<file path="src/rtl/mem_model_pkg.sv">
// Shared helpers and types for the memory delay model.
package mem_model_pkg;

    typedef enum logic [1:0] {
        ERR_NONE,
        ERR_RW_BOTH,
        ERR_BAD_SIZE
    } err_cause_e;

    function automatic int clog2(input int unsigned value);
        int r;
        r = 0;
        while ((64'd1 << r) < 64'(value)) begin
            r++;
        end
        return r;
    endfunction

    // Width of data_size: must be able to hold DATA_W itself.
    function automatic int sz_w(input int data_w);
        return clog2(data_w) + 1;
    endfunction

endpackage

</file>
<file path="src/rtl/mem_delay_chan.sv">
// Per-channel range check, protocol check and latency counter.
// Latency: data_rdy when cnt reaches RD_DELAY-1 / WR_DELAY-1 (combinational in that cycle).
// Backpressure: none; master holds oe/we until data_rdy, dropping the request abandons it.
module mem_delay_chan
    import mem_model_pkg::*;
#(
    parameter int                ADDR_W    = 32,
    parameter int                DATA_W    = 8,
    parameter logic [ADDR_W-1:0] BASE_ADDR = '0,
    parameter int unsigned       DEPTH     = 256,
    parameter int                RD_DELAY  = 2,
    parameter int                WR_DELAY  = 1,
    localparam int               SZ_W      = sz_w(DATA_W),
    localparam int               OFF_W     = (DEPTH > 1) ? clog2(DEPTH) : 1
) (
    input  logic              clock,
    input  logic              reset,
    input  logic              oe,
    input  logic              we,
    input  logic [ADDR_W-1:0] addr,
    input  logic [SZ_W-1:0]   data_size,
    output logic              data_rdy,
    output logic              rd_fire,
    output logic              wr_fire,
    output logic [OFF_W-1:0]  offset,
    output logic [SZ_W-1:0]   nbytes,
    output logic              err
);

    localparam int MAX_DLY = (RD_DELAY > WR_DELAY) ? RD_DELAY : WR_DELAY;
    localparam int CNT_W   = clog2(MAX_DLY) + 1;

    logic [CNT_W-1:0] cnt;
    err_cause_e       cause;
    logic             size_ok;
    logic             in_range;
    logic             active;
    logic             last;
    logic [ADDR_W:0]  end_addr;
    logic [ADDR_W:0]  limit;

    always_comb begin
        size_ok  = (data_size != '0) && (data_size <= SZ_W'(DATA_W)) &&
                   ((data_size & (data_size - SZ_W'(1))) == '0);
        cause    = ERR_NONE;
        if (oe && we) begin
            cause = ERR_RW_BOTH;
        end else if ((oe || we) && !size_ok) begin
            cause = ERR_BAD_SIZE;
        end
        nbytes   = data_size >> 3;
        // addr + nbytes <= limit is addr + nbytes - 1 < limit without the underflow.
        end_addr = {1'b0, addr} + (ADDR_W+1)'(nbytes);
        limit    = {1'b0, BASE_ADDR} + (ADDR_W+1)'(DEPTH);
        in_range = (addr >= BASE_ADDR) && (end_addr <= limit);
        active   = (oe || we) && (cause == ERR_NONE) && in_range;
        last     = oe ? (cnt == CNT_W'(RD_DELAY - 1)) : (cnt == CNT_W'(WR_DELAY - 1));
        data_rdy = reset && active && last;
        rd_fire  = data_rdy && oe;
        wr_fire  = data_rdy && we;
        offset   = OFF_W'(addr - BASE_ADDR);
    end

    always_ff @(posedge clock or negedge reset) begin
        if (!reset) begin
            cnt <= '0;
            err <= 1'b0;
        end else begin
            if (cause != ERR_NONE) begin
                err <= 1'b1;
            end
            if (!active || data_rdy) begin
                cnt <= '0;
            end else begin
                cnt <= cnt + CNT_W'(1);
            end
        end
    end

endmodule

</file>
<file path="config.mk">
export PLATFORM = sky130hd
export DESIGN_NAME = mem_delay_chan
export DESIGN_NICKNAME = d
export VERILOG_FILES = /design/src/rtl/mem_model_pkg.sv /design/src/rtl/mem_delay_chan.sv
export SDC_FILE = /design/constraint.sdc
export NUM_CORES = 1
export LEC_CHECK = 0
export CAP_MARGIN = 10
export CORE_ASPECT_RATIO = 1.2
export CORE_MARGIN = 10
export CORE_UTILIZATION = 43
export CTS_BUF_LIST = sky130_fd_sc_hd__clkbuf_8
export DETAILED_ROUTE_END_ITERATION = 10
export MAX_ROUTING_LAYER = met4
export PLACE_DENSITY = 0.85
export SYNTH_ARGS = -nofsm -noshare
export SYNTH_HDL_FRONTEND = slang
export SYNTH_SLANG_ARGS = --single-unit
</file>
<file path="constraint.sdc">
create_clock -name clock -period 3 [get_ports clock]
set_input_delay 0.45 -clock clock [delete_from_list [all_inputs] [get_ports clock]]
set_output_delay 0.45 -clock clock [all_outputs]
set_load 0.05 [all_outputs]
</file>
-- After elaboration in Yosys (flattened, before gate mapping)
Index checks and enable logic that the tools add are counted.
- flip-flop bits (word level): 3
- input bits: 40
- output and inout bits: 16
- logic and storage cells: 34
- add/sub/neg operators: 3
- order comparisons: 3
- eq/ne operators: 1
- muxes and demuxes: 4
- bitwise logic cells: 1
- reduce and logical (&&, ||, !) cells: 20
- operators with widths (operator ; count):
    adder 32 x 1 -> 33 bit ; 1
    less-or-equal comparator 33 x 9 -> 1 bit (second input constant) ; 1
    >= comparator 32 x 1 -> 1 bit (second input constant) ; 1
    logical AND 1 bit ; 11
    two-way mux 2 bit ; 3
    bitwise AND 4 bit ; 1
    less-or-equal comparator 4 bit (second input constant) ; 1
    zero test 2 bit ; 2
    zero test 4 bit ; 1
    nonzero test 4 bit ; 1
    subtractor 4 x 1 -> 4 bit (second input constant) ; 1
    adder 2 x 1 -> 2 bit (second input constant) ; 1
    == test 2 x 1 -> 1 bit (second input constant) ; 1
    zero test 1 bit ; 2
    logical OR 1 bit ; 2
    nonzero test 2 bit ; 1
    two-way mux 1 bit ; 1

-- Depth between registers and ports, before layout
- depth after elaboration: 15
- mapped depth: 8
- gate-level depth less buffers: 8

-- Worst setup path before layout
No wires, ideal clock.
- path type: input to output
- from: input port addr[0]
- to: output port data_rdy
- arrival time: 3.485 ns
- data required time: 2.550 ns
- setup slack: -0.935 ns
- stages: 8
- buffers on the path: 0
- cells stage by stage: ha_1 ha_1 nand2_1 nor4_4 a21oi_1 a31o_1 nand4b_2 nor4_1
- cells in the longest elaborated chain, start to end: 6
- elaborated cells on any way between the ends: 7
- classes of those cells: add/sub (1); order compare (2); reduce/logical (4)
- RTL lines (element ; RTL line ; source):
    start, declared ; mem_delay_chan.sv:20 ; input logic [ADDR_W-1:0] addr,
    adder 32 x 1 -> 33 bit ; mem_delay_chan.sv:53 ; end_addr = {1'b0, addr} + (ADDR_W+1)'(nbytes);
    less-or-equal comparator 33 x 9 -> 1 bit ; mem_delay_chan.sv:55 ; in_range = (addr >= BASE_ADDR) && (end_addr <= limit);
    logical AND 1 bit (*) ; mem_delay_chan.sv:55 ;
    logical AND 1 bit (*) ; mem_delay_chan.sv:56 ; active = (oe || we) && (cause == ERR_NONE) && in_range;
    logical AND 1 bit (*) (2 in a row) ; mem_delay_chan.sv:58 ; data_rdy = reset && active && last;
    end, declared ; mem_delay_chan.sv:22 ; output logic data_rdy,
Every way passes the cells marked *; elsewhere a longest branch is shown, timed or not.

-- Final worst setup path
- from: input port addr[13]
- to: output port wr_fire
- cells in the longest elaborated chain, start to end: 7
- elaborated cells on any way between the ends: 8
- classes of those cells: add/sub (1); order compare (2); reduce/logical (5)
- RTL lines (element ; RTL line ; source):
    adder 32 x 1 -> 33 bit ; mem_delay_chan.sv:53 ;
    less-or-equal comparator 33 x 9 -> 1 bit ; mem_delay_chan.sv:55 ;
    logical AND 1 bit (*) ; mem_delay_chan.sv:55 ;
    logical AND 1 bit (*) ; mem_delay_chan.sv:56 ;
    logical AND 1 bit (*) (2 in a row) ; mem_delay_chan.sv:58 ;
    logical AND 1 bit (*) ; mem_delay_chan.sv:60 ; wr_fire = data_rdy && we;
    end, declared ; mem_delay_chan.sv:24 ; output logic wr_fire,
Marks and branches as above.

==> results.toml <==
[placement]
globalplace.congestion = 0.867
dpl_cell_area_um2 = 2110
dp_hpwl_mm = 4.00
place_inst = 280
port_buffers = 52

[cells_and_area]
final_nets = 316
finish.instance_area_um2 = 2520
layout.cells.non_filler = 305
area_delta_synth_final_pct = 112
drive_above_1_share = 0.472
fill_cells = 47

[outcome]
violations = "setup timing"
status = "finished, violations left"

[synthesis]
synth.area.top_cells = "buf_4, nand4_1, dfrtp_1"
async_flop_share = 1.00
synth_top_area_share = 0.0819
yosysUniqueCellTypes = 52
syn_area_um2 = 1190
yosysSeqAreaShare = 0.0630
synthCells = 157
synth_edf_count = 0
synth_seq_cells = 3
synth_warnings = 0
ys_top_cells_by_count = "buf_4, nand4_1, nor2_1, nand3_1, nor4_1"
synth_flop_cell = "dfrtp_1"
syn_area_per_cell_um2 = 7.59
synth_top_cell_by_area = "buf_4"

[die]
die_width_um = 68.0
die_h_um = 77.7
ios = 56
die_area_um2 = 5280
core_um2 = 2600
rows = 20
start_util = 0.458

[setup_path]
crit_fanout = 4
cpMaxStageDelayCell = "o31ai_1"
slowest_delay_ns = 0.42
path_class = "input pin to output pin"
arrival_ns = 2.81
cp.buffers_inverters = 5
path_cells = "dlygate4sd2_1, nand4_4, buf_6, nor2_1, and3_4, buf_4, buf_4, o31ai_1, o211ai_4, nor4_4, buf_12"
cp_common_cell = "buf_4"
startpoint_type = "input pin"
cp.required_ns = 2.55
cp_top_family = "buffers and inverters"
critPathCaptureType = "output pin"

[sta]
hold_viol_final = 0
finalClockSkew_ns = 0.00635
fin_crit_ns = 3.26
worst_slack_ns = -0.265
tns_ns = -0.709
rsz0062_at_grt = "true"
slew_headroom = 0.546
tightest_slew_ns = 0.675
finalSetupViolCount = 3
finalCritPeriodShare = 1.09
fmax_ghz = 0.306
timing.hold.ws_ns = 0.445
final-max-slew-violation-count = 0

[drt]
totalWireLength_mm = 8.74
drt_iter0_markers = 350
wl_per_cell_um = 28.6
via_per_inst = 7.18
vias = 2191
dr.pass1.iters = 8
final_antenna_net_count = 0
drc = 0

[clock_tree]
cts_buffers = 3
cts_tree = "yes"
clkTransAtPathRegs_ns = 0.04
ctsRootBufferMaster = "clkbuf_8"
cts.htree.levels = 1
clock_sinks = 3
clock_latency_ns = 0.22
cts_hold_buf = 0
cts_buffer_depth = 2

[global_routing]
grt.busiest_layer = "met2"
grt.total_usage = 0.235
gr-usage-met2 = 0.412
grt_overflow_total = 0
met1_usage = 0.218
grt_pass1_wl_mm = 9.86
grt_pass1_vias = 2092
grt_max_degree = 10
antenna_found_initial = 1
use_met3 = 0.0445

[pwr]
vdd_ir_drop_max_mv = 0.311
power.leakage_nw = 1.06
power_density_nw_per_um2 = 182

[hold_path]
hp-class = "input pin to async pin"

[flow_run]
max_cap_viol_count = 0
==> flip-flops by register name, indices dropped and copies added, names as in the netlist <==
| name | cells |
|---|---|
| cnt | 2 |
| err | 1 |
==> cell families after synthesis <==
kind of cell	synth area share
simple gates	0.506
xor+xnor	0.0515
flops	0.0630
compound gates	0.210
other cells	0.00315
fa+ha+maj	0.0420
buf+inv	0.0987
mux	0.0252
==> cell type report <==
cell class | instances | area, um2 | share of cell area
clock buffers | 3 | 41.3 | 0.0164
flip-flops and latches | 3 | 75.1 | 0.0298
well taps | 33 | 41.3 | 0.0164
multi-input cells | 138 | 1260 | 0.498
inverters | 4 | 15.0 | 0.00595
clock inverters | 1 | 3.75 | 0.00149
repair buffers | 122 | 1090 | 0.431
diodes | 1 | 2.50 | 0.000992
==> stage by stage <==
stage,setup slack (ns),total power (W),util
final,-0.265,0.000458,0.969
after global routing,-0.312,0.000475,0.969
after CTS,-0.0671,0.000406,0.922
after detailed placement,-0.515,0.000275,0.811
after global placement,-0.414,0.000269,0.811
after floorplan,0.0153,0.000144,-
==> final timing paths <==
path,startpoint,endpoint,slack [ns],cells past startpoint
min,reset,cnt[1]$_DFF_PN0_,0.44,1
max reg2reg,cnt[0]$_DFF_PN0_,cnt[1]$_DFF_PN0_,1.31,7
min reg2reg,err$_DFFE_PN0P_,err$_DFFE_PN0P_,0.48,1
min in group clock,err$_DFFE_PN0P_,err$_DFFE_PN0P_,0.48,1
max in group asynchronous,reset,err$_DFFE_PN0P_,2.37,1
max,addr[13],wr_fire,-0.26,11
==> placed cells by master (no fill, tap or decap), types with 3 or more instances in the layout <==
cell / instances
buf_4: 65
clkdlybuf4s50_1: 24
dlygate4sd2_1: 16
nand4_1: 13
buf_6: 11
nor2_1: 10
nor4_4: 8
nand2_1: 6
nand3_1: 5
and3_1: 5
inv_1: 4
nand3_2: 4
xnor2_1: 4
a21oi_1: 4
and4_1: 4
o2111ai_1: 3
nor4_1: 3
o31ai_1: 3
and2_1: 3
mux2i_1: 3
nor3b_1: 3
conb_1: 3
clkbuf_8: 3
dfrtp_1: 3
buf_12: 3
==> repair_timing <==
action / 4_1_cts / 5_1_grt
gates cloned: 0 / 0
pin swaps: 24 / 15
buffers inserted: 13 / 7
endpoints found under the setup margin: 3 / 3
gates resized for setup: 80 / 32
==> layer usage <==
layer | share of wire | up-vias | routed length [um]
met2 | 0.46 | 259 | 4060
met3 | 0.11 | 121 | 985
met1 | 0.32 | 960 | 2760
li1 | - | 851 | -
met5 | 0 | - | 0
met4 | 0.11 | 0 | 928
==> report_power, final <==
| group | switching (W) | internal [W] |
|---|---|---|
| logic | 0.000166 | 0.000131 |
| registers | 0.000000000000334 | 0.0000407 |
| clock network | 0.0000326 | 0.0000877 |
No activity file was read; power rests on OpenSTA's default activity.
